## config.mk

```make
export PLATFORM = sky130hd
export DESIGN_NAME = mult_sched
export DESIGN_NICKNAME = d
export VERILOG_FILES = /design/src/rtl/mult_sched_pkg.sv /design/src/rtl/mult_sched_mult.sv /design/src/rtl/mult_sched.sv
export SDC_FILE = /design/constraint.sdc
export NUM_CORES = 1
export LEC_CHECK = 0
export CORE_MARGIN = 4
export CORE_UTILIZATION = 40
export DETAILED_ROUTE_END_ITERATION = 6
export PLACE_DENSITY = 0.7
export SETUP_SLACK_MARGIN = 0.1
export SYNTH_ARGS = -nofsm -noshare
export SYNTH_HDL_FRONTEND = slang
export SYNTH_SLANG_ARGS = --single-unit
```

## constraint.sdc

```tcl
create_clock -name clk -period 5.1 [get_ports clk]
set_clock_uncertainty 0.15 [all_clocks]
set_input_delay 1.02 -clock clk [delete_from_list [all_inputs] [get_ports clk]]
set_output_delay 1.02 -clock clk [all_outputs]
set_load 0.01 [all_outputs]
```

## src/rtl/mult_sched_pkg.sv

```systemverilog
// mult_sched_pkg: shared types and helpers for the shared serial-multiplier
// scheduler.
//   state_t    : scheduler state (IDLE / RUN / DONE)
//   clog2      : ceiling log2 of a positive integer
//   idx_w      : index width for n items, never less than 1 bit
//   sat_clamp  : clamps a 64-bit product to an ow-bit signed or unsigned range
package mult_sched_pkg;

    typedef enum logic [1:0] {
        ST_IDLE = 2'd0,
        ST_RUN  = 2'd1,
        ST_DONE = 2'd2
    } state_t;

    function automatic int clog2(input int n);
        int r;
        r = 0;
        while ((1 << r) < n) begin
            r = r + 1;
        end
        return r;
    endfunction

    function automatic int idx_w(input int n);
        return (n > 1) ? clog2(n) : 1;
    endfunction

    // The caller extends the product to 64 bits (sign- or zero-extended to
    // match sgn), so one comparison against the limits covers both modes.
    function automatic logic signed [63:0] sat_clamp(input logic signed [63:0] value,
                                                     input logic              sgn,
                                                     input int                ow);
        logic signed [63:0] hi;
        logic signed [63:0] lo;
        if (sgn) begin
            hi = (64'sd1 <<< (ow - 1)) - 64'sd1;
            lo = -(64'sd1 <<< (ow - 1));
        end else begin
            hi = (64'sd1 <<< ow) - 64'sd1;
            lo = 64'sd0;
        end
        if (value > hi) begin
            return hi;
        end else if (value < lo) begin
            return lo;
        end
        return value;
    endfunction

endpackage

```

## src/rtl/mult_sched_mult.sv

```systemverilog
// mult_serial: serial shift-add multiplier, one partial product per cycle.
//   clk, reset_n : clock, synchronous active-low reset (clears busy/count)
//   load         : capture a, b, sgn and start a W-step multiply
//   a, b, sgn    : operands; sgn=1 treats them as two's complement
//   busy         : an operation is in progress
//   valid        : this cycle performs the final step; prod is the result
//   prod         : full 2W-bit product (sign applied), meaningful with valid
module mult_serial
    import mult_sched_pkg::*;
#(
    parameter int W = 4
) (
    input  logic             clk,
    input  logic             reset_n,
    input  logic             load,
    input  logic [W-1:0]     a,
    input  logic [W-1:0]     b,
    input  logic             sgn,
    output logic             busy,
    output logic             valid,
    output logic [2*W-1:0]   prod
);

    localparam int CW = idx_w(W);

    logic [2*W-1:0] mcand_q, mcand_d;
    logic [2*W-1:0] acc_q, acc_d;
    logic [2*W-1:0] acc_sum;
    logic [W-1:0]   mplier_q, mplier_d;
    logic [W-1:0]   a_mag, b_mag;
    logic [CW-1:0]  cnt_q, cnt_d;
    logic           neg_q, neg_d;
    logic           busy_q, busy_d;

    always_comb begin
        // Magnitudes fit in W unsigned bits; the most negative value maps
        // to 2^(W-1).
        a_mag    = (sgn && a[W-1]) ? (~a + 1'b1) : a;
        b_mag    = (sgn && b[W-1]) ? (~b + 1'b1) : b;
        acc_sum  = acc_q + (mplier_q[0] ? mcand_q : '0);

        mcand_d  = mcand_q;
        mplier_d = mplier_q;
        acc_d    = acc_q;
        cnt_d    = cnt_q;
        neg_d    = neg_q;
        busy_d   = busy_q;

        if (load) begin
            mcand_d  = {{W{1'b0}}, a_mag};
            mplier_d = b_mag;
            acc_d    = '0;
            cnt_d    = CW'(W - 1);
            neg_d    = sgn && (a[W-1] ^ b[W-1]);
            busy_d   = 1'b1;
        end else if (busy_q) begin
            acc_d    = acc_sum;
            mcand_d  = mcand_q << 1;
            mplier_d = mplier_q >> 1;
            if (cnt_q == '0) begin
                busy_d = 1'b0;
            end else begin
                cnt_d = cnt_q - 1'b1;
            end
        end
    end

    always_ff @(posedge clk) begin
        if (!reset_n) begin
            busy_q <= 1'b0;
            cnt_q  <= '0;
        end else begin
            busy_q <= busy_d;
            cnt_q  <= cnt_d;
        end
    end

    always_ff @(posedge clk) begin
        mcand_q  <= mcand_d;
        mplier_q <= mplier_d;
        acc_q    <= acc_d;
        neg_q    <= neg_d;
    end

    // The result is presented during the final step so the scheduler can
    // register it on the same edge that ends the run.
    assign busy  = busy_q;
    assign valid = busy_q && (cnt_q == '0);
    assign prod  = neg_q ? (~acc_sum + 1'b1) : acc_sum;

endmodule

```

## src/rtl/mult_sched.sv

```systemverilog
// mult_sched: round-robin scheduler sharing one serial multiplier among
// N_REQ requesters.
//   clk, reset_n     : clock, synchronous active-low reset
//   req              : level request per requester
//   a_flat, b_flat   : operands, requester i at [i*W +: W]
//   sgn              : per-requester two's complement flag
//   grant            : one-hot pulse when the winner's operands are captured
//   running          : high from capture through the done cycle
//   done, done_id    : one-hot completion pulse and winner index
//   prod, prod_sat   : full product and OW-bit saturated copy (held)
module mult_sched
    import mult_sched_pkg::*;
#(
    parameter  int N_REQ = 4,
    parameter  int W     = 4,
    parameter  int OW    = 6,
    localparam int IDW   = idx_w(N_REQ)
) (
    input  logic               clk,
    input  logic               reset_n,
    input  logic [N_REQ-1:0]   req,
    input  logic [N_REQ*W-1:0] a_flat,
    input  logic [N_REQ*W-1:0] b_flat,
    input  logic [N_REQ-1:0]   sgn,
    output logic [N_REQ-1:0]   grant,
    output logic               running,
    output logic [N_REQ-1:0]   done,
    output logic [IDW-1:0]     done_id,
    output logic [2*W-1:0]     prod,
    output logic [OW-1:0]      prod_sat
);

    state_t             state_q, state_d;
    logic [IDW-1:0]     ptr_q, ptr_d;
    logic [IDW-1:0]     win_q, win_d;
    logic               sgn_q, sgn_d;
    logic [N_REQ-1:0]   grant_q, grant_d;
    logic [N_REQ-1:0]   done_q, done_d;
    logic [IDW-1:0]     done_id_q, done_id_d;
    logic               running_q, running_d;
    logic [2*W-1:0]     prod_q, prod_d;
    logic [OW-1:0]      prod_sat_q, prod_sat_d;

    logic [W-1:0]       a_arr [N_REQ];
    logic [W-1:0]       b_arr [N_REQ];
    logic [IDW-1:0]     rr_win;
    logic               rr_found;
    logic [IDW:0]       rr_idx;
    logic [IDW-1:0]     ptr_nxt;
    logic               mul_load;
    logic               mul_busy;
    logic               mul_valid;
    logic [2*W-1:0]     mul_prod;
    logic signed [63:0] sat_in;

    for (genvar g = 0; g < N_REQ; g++) begin : g_unpack
        assign a_arr[g] = a_flat[g*W +: W];
        assign b_arr[g] = b_flat[g*W +: W];
    end

    // First set request at or above ptr, wrapping past N_REQ-1 back to 0.
    always_comb begin
        rr_win   = '0;
        rr_found = 1'b0;
        rr_idx   = '0;
        for (int k = 0; k < N_REQ; k++) begin
            rr_idx = {1'b0, ptr_q} + (IDW+1)'(k);
            if (rr_idx >= (IDW+1)'(N_REQ)) begin
                rr_idx = rr_idx - (IDW+1)'(N_REQ);
            end
            if (!rr_found && req[rr_idx[IDW-1:0]]) begin
                rr_found = 1'b1;
                rr_win   = rr_idx[IDW-1:0];
            end
        end
        ptr_nxt = (rr_win == IDW'(N_REQ - 1)) ? '0 : rr_win + 1'b1;
    end

    mult_serial #(.W(W)) u_mult (
        .clk     (clk),
        .reset_n (reset_n),
        .load    (mul_load),
        .a       (a_arr[rr_win]),
        .b       (b_arr[rr_win]),
        .sgn     (sgn[rr_win]),
        .busy    (mul_busy),
        .valid   (mul_valid),
        .prod    (mul_prod)
    );

    always_comb begin
        state_d    = state_q;
        ptr_d      = ptr_q;
        win_d      = win_q;
        sgn_d      = sgn_q;
        grant_d    = '0;
        done_d     = '0;
        done_id_d  = done_id_q;
        running_d  = running_q;
        prod_d     = prod_q;
        prod_sat_d = prod_sat_q;
        mul_load   = 1'b0;

        sat_in = sgn_q ? 64'(signed'(mul_prod)) : 64'(mul_prod);

        case (state_q)
            ST_IDLE: begin
                if (rr_found) begin
                    mul_load         = 1'b1;
                    win_d            = rr_win;
                    sgn_d            = sgn[rr_win];
                    grant_d[rr_win]  = 1'b1;
                    running_d        = 1'b1;
                    ptr_d            = ptr_nxt;
                    state_d          = ST_RUN;
                end
            end
            ST_RUN: begin
                if (mul_valid) begin
                    done_d[win_q] = 1'b1;
                    done_id_d     = win_q;
                    prod_d        = mul_prod;
                    prod_sat_d    = OW'(sat_clamp(sat_in, sgn_q, OW));
                    state_d       = ST_DONE;
                end else if (!mul_busy) begin
                    // Multiplier has no operation in flight; drop back
                    // rather than wait forever.
                    running_d = 1'b0;
                    state_d   = ST_IDLE;
                end
            end
            ST_DONE: begin
                running_d = 1'b0;
                state_d   = ST_IDLE;
            end
            default: begin
                running_d = 1'b0;
                state_d   = ST_IDLE;
            end
        endcase
    end

    always_ff @(posedge clk) begin
        if (!reset_n) begin
            state_q    <= ST_IDLE;
            ptr_q      <= '0;
            win_q      <= '0;
            sgn_q      <= 1'b0;
            grant_q    <= '0;
            done_q     <= '0;
            done_id_q  <= '0;
            running_q  <= 1'b0;
            prod_q     <= '0;
            prod_sat_q <= '0;
        end else begin
            state_q    <= state_d;
            ptr_q      <= ptr_d;
            win_q      <= win_d;
            sgn_q      <= sgn_d;
            grant_q    <= grant_d;
            done_q     <= done_d;
            done_id_q  <= done_id_d;
            running_q  <= running_d;
            prod_q     <= prod_d;
            prod_sat_q <= prod_sat_d;
        end
    end

    assign grant    = grant_q;
    assign done     = done_q;
    assign done_id  = done_id_q;
    assign running  = running_q;
    assign prod     = prod_q;
    assign prod_sat = prod_sat_q;

endmodule

```

==> results.sh <==
export IMPL_yosysTopAreaCell="dfxtp_1"
export IMPL_rsz0062_at_grt="no"
export IMPL_synth_mux_area_frac=0.107
export IMPL_clk_pin_slew_ns=0.10
export IMPL_syn_inst=357
export IMPL_finalCriticalPeriod_ns=4.33
export IMPL_layout_drive_gt1_share=0.0694
export IMPL_grt_pass1_wl_um=11500
export IMPL_wl_per_cell_um=12.9
export IMPL_root_buffer="clkbuf_8"
export IMPL_avgSynthCellArea_um2=8.96
export IMPL_slowest_delay_ns=0.45
export IMPL_io_pins=67
export IMPL_start_util=0.412
export IMPL_ys_flop_type="dfxtp_1"
export IMPL_finalHoldViolCount=0
export IMPL_fin_util=0.518
export IMPL_async_flop_share=0
export IMPL_synth_compound_area_frac=0.165
export IMPL_synth_area_um2=3200
export IMPL_switching_share=0.375
export IMPL_wl_met1_um=3030
export IMPL_fin_crit_sh=0.850
export IMPL_synth_seq_cells=56
export IMPL_ant_nets=0
export IMPL_die_h_um=97.4
export IMPL_cp_max_fo=8
export IMPL_viasPerCell=5.12
export IMPL_clock_latency_ns=0.31
export IMPL_synth_top_family_by_area="simple AND/OR/NAND/NOR gates"
export IMPL_dr_total_vias=2663
export IMPL_clock_path_buffers=2
export IMPL_cts_hold_buf=0
export IMPL_grt_overflow_total=0
export IMPL_synth_top_area_frac=0.294
export IMPL_antenna_found_initial=0
export IMPL_syn_nets=421
export IMPL_syn2layout_area_growth_pct=25.7
export IMPL_p_comb_frac=0.419
export IMPL_drv_cap=0
export IMPL_route_met3_wl_um=435
export IMPL_worstPathArrival_ns=4.43
export IMPL_post_cts_resize_count=0
export IMPL_ys_top_cells_by_area="dfxtp_1 (29%), edfxtp_1 (8.4%), ha_1 (8.2%)"
export IMPL_worstMarginPinSlew_ns=0.898
export IMPL_fin_nets=481
export IMPL_coreArea_um2=7770
export IMPL_dr_pass1_iters=4
export IMPL_p_seq_frac=0.400
export IMPL_yosys_area_share_xor_xnor=0.0465
export IMPL_worst_setup_path_end_kind="flip-flop"
export IMPL_startpoint_type="flip-flop"
export IMPL_setup_violations=0
export IMPL_synth_edf_count=9
export IMPL_rows=32
export IMPL_required_ns=5.19
export IMPL_leakage_uw=0.00170
export IMPL_post_cts_buffers=0
export IMPL_htreeDepth=2
export IMPL_synth_simple_gate_area_share=0.168
export IMPL_slowest_stage="edfxtp_1"
export IMPL_drc_errors=0
export IMPL_fmax_mhz=231
export IMPL_highest_layer="met4"
export IMPL_ir_drop_mv=0.167
export IMPL_drtIter0Drc=57
export IMPL_ys_warn_count=0
export IMPL_gp_congestion=0.829
export IMPL_hold_path_class="flip-flop to flip-flop"
export IMPL_grt_pass1_vias=2546
export IMPL_criticalPathCategory="flip-flop to flip-flop"
export IMPL_cts_tree="yes"
export IMPL_portBuffers=66
export IMPL_p_switching_uw=525
export IMPL_cts_sinks=56
export IMPL_grt_usage=0.142
export IMPL_p_per_area_nw_per_um2=349
export IMPL_place_hpwl_um=5220
export IMPL_max_slew_margin_rel=0.399
export IMPL_cts_buffers=5
export IMPL_yosysSeqAreaShare=0.379
export IMPL_p_clk_frac=0.181
export IMPL_insertedDiodeCount=0
export IMPL_wl_met2_um=3140
export IMPL_status="complete, no violations"
export IMPL_synth_adder_area_share=0.0884
export IMPL_netlist_cell_type_count=47
export IMPL_critPathTopFamily="compound AO/OA/AOI/OAI gates"
export IMPL_drt_total_wl_um=6730
export IMPL_crit_chain="and2_1, ha_1, inv_1, fa_1, or2b_1, a21oi_1, xor2_1, or3_1, o31ai_2, xnor2_1, inv_1, ha_1, nor2b_1, a22oi_1, nor2_1, a21oi_1, nor2_1, a211oi_2"
export IMPL_worst_path_buf_inv=2
export IMPL_grt_max_degree=32
export IMPL_die_area_um2=9490
export IMPL_power_internal_uw=877
export IMPL_maxSlewViolCount=0
export IMPL_die_w_um=97.4
export IMPL_fin_tns_setup_ns=0
per-layer routing:
| layer | up-vias | GRT usage |
|---|---|---|
| li1 | 1360 | - |
| met1 | 1221 | 0.177 |
| met4 | 0 | 0.0479 |
| met2 | 72 | 0.238 |
| met5 | - | 0 |
| met3 | 10 | 0.0345 |
flip-flops by register name (all words and copies together), names as in the netlist:
register / cells
u_mult.neg_q: 1
ptr_q: 2
prod: 8
u_mult.cnt_q: 2
u_mult.mplier_q: 4
u_mult.acc_q: 8
u_mult.busy: 1
running: 1
win_q: 2
grant: 4
done_id: 2
prod_sat: 6
u_mult.mcand_q: 8
state_q: 2
sgn_q: 1
done: 4
worst min-delay path: stages (launching register included):
cell	delay [ns]
dfxtp_1	0.32
nand2_1	0.05
a21boi_0	0.07
cells in the mapped netlist, types with 4 or more instances:
cell / instances
a31oi_1: 6
clkbuf_1: 9
xor2_1: 9
a21boi_0: 6
o211a_1: 5
nor2_1: 27
inv_1: 19
mux2i_1: 24
dfxtp_1: 47
ha_1: 21
and2_1: 10
mux2_2: 9
nor3_1: 8
xnor2_1: 8
nor3b_1: 4
a21oi_1: 19
edfxtp_1: 9
and3_1: 6
nor2b_1: 7
o21ai_0: 25
nand2_1: 39
cell type report:
| type | count | area [um2] |
|---|---|---|
| clock inverter | 3 | 25.0 |
| inverter | 19 | 71.3 |
| tap | 102 | 128 |
| fill | 738 | 3740 |
| sequential | 56 | 1210 |
| clock buffer | 5 | 68.8 |
| timing repair buffer | 68 | 676 |
| multi-input combinational | 267 | 1840 |
cells in the final DEF, fill, tap and decap left out, types with 4 or more instances in the layout:
master,count
mux2_2,9
nor3_1,8
inv_1,19
clkbuf_8,5
and2_1,10
nor3b_1,4
ha_1,21
and3_1,6
o21ai_0,25
xor2_1,9
a31oi_1,6
edfxtp_1,9
nand2_1,39
xnor2_1,8
dfxtp_1,47
a21oi_1,19
o211a_1,5
mux2i_1,24
nor2b_1,7
nor2_1,26
a21boi_0,6
clkdlybuf4s50_1,66
metrics by stage:
| step | instance area [um2] | hold WS, ns | std cells | setup WS [ns] | total power (uW) |
|---|---|---|---|---|---|
| after global routing | 4020 | 0.375 | 520 | 0.386 | 1520 |
| after detailed placement | 3930 | 0.321 | 512 | 0.827 | 1160 |
| after floorplan | 3200 | 0.310 | 357 | 1.18 | 998 |
| after CTS | 4020 | 0.336 | 520 | 0.781 | 1410 |
| after global placement | 3930 | 0.311 | 512 | 1.01 | 1140 |
| final | 4020 | 0.331 | 520 | 0.766 | 1400 |
final timing paths:
check,depth (start not counted),slack (ns),start,to
setup / recovery,18,0.77,u_mult.mplier_q[0],prod_sat[5]
hold / removal,2,0.33,done_id[0],done_id[0]
setup reg to reg,18,0.77,u_mult.mplier_q[0],prod_sat[5]
hold reg to reg,2,0.33,done_id[0],done_id[0]
logic make-up after synthesis:
logic type      count (synthesis)
fa+ha+maj                      22
buf+inv                        34
xor+xnor                       17
mux                            33
compound gates                 82
flops                          56
simple gates                  113
power by group through the flow:
stage,registers (uW),clock network (uW),logic [uW]
CTS,563,261,590
global placement,569,0,572
detailed placement,573,0,585
floorplan,558,0,440
finish,562,253,588
global route,571,278,666
Note: power is estimated with default switching activity, not from simulation.
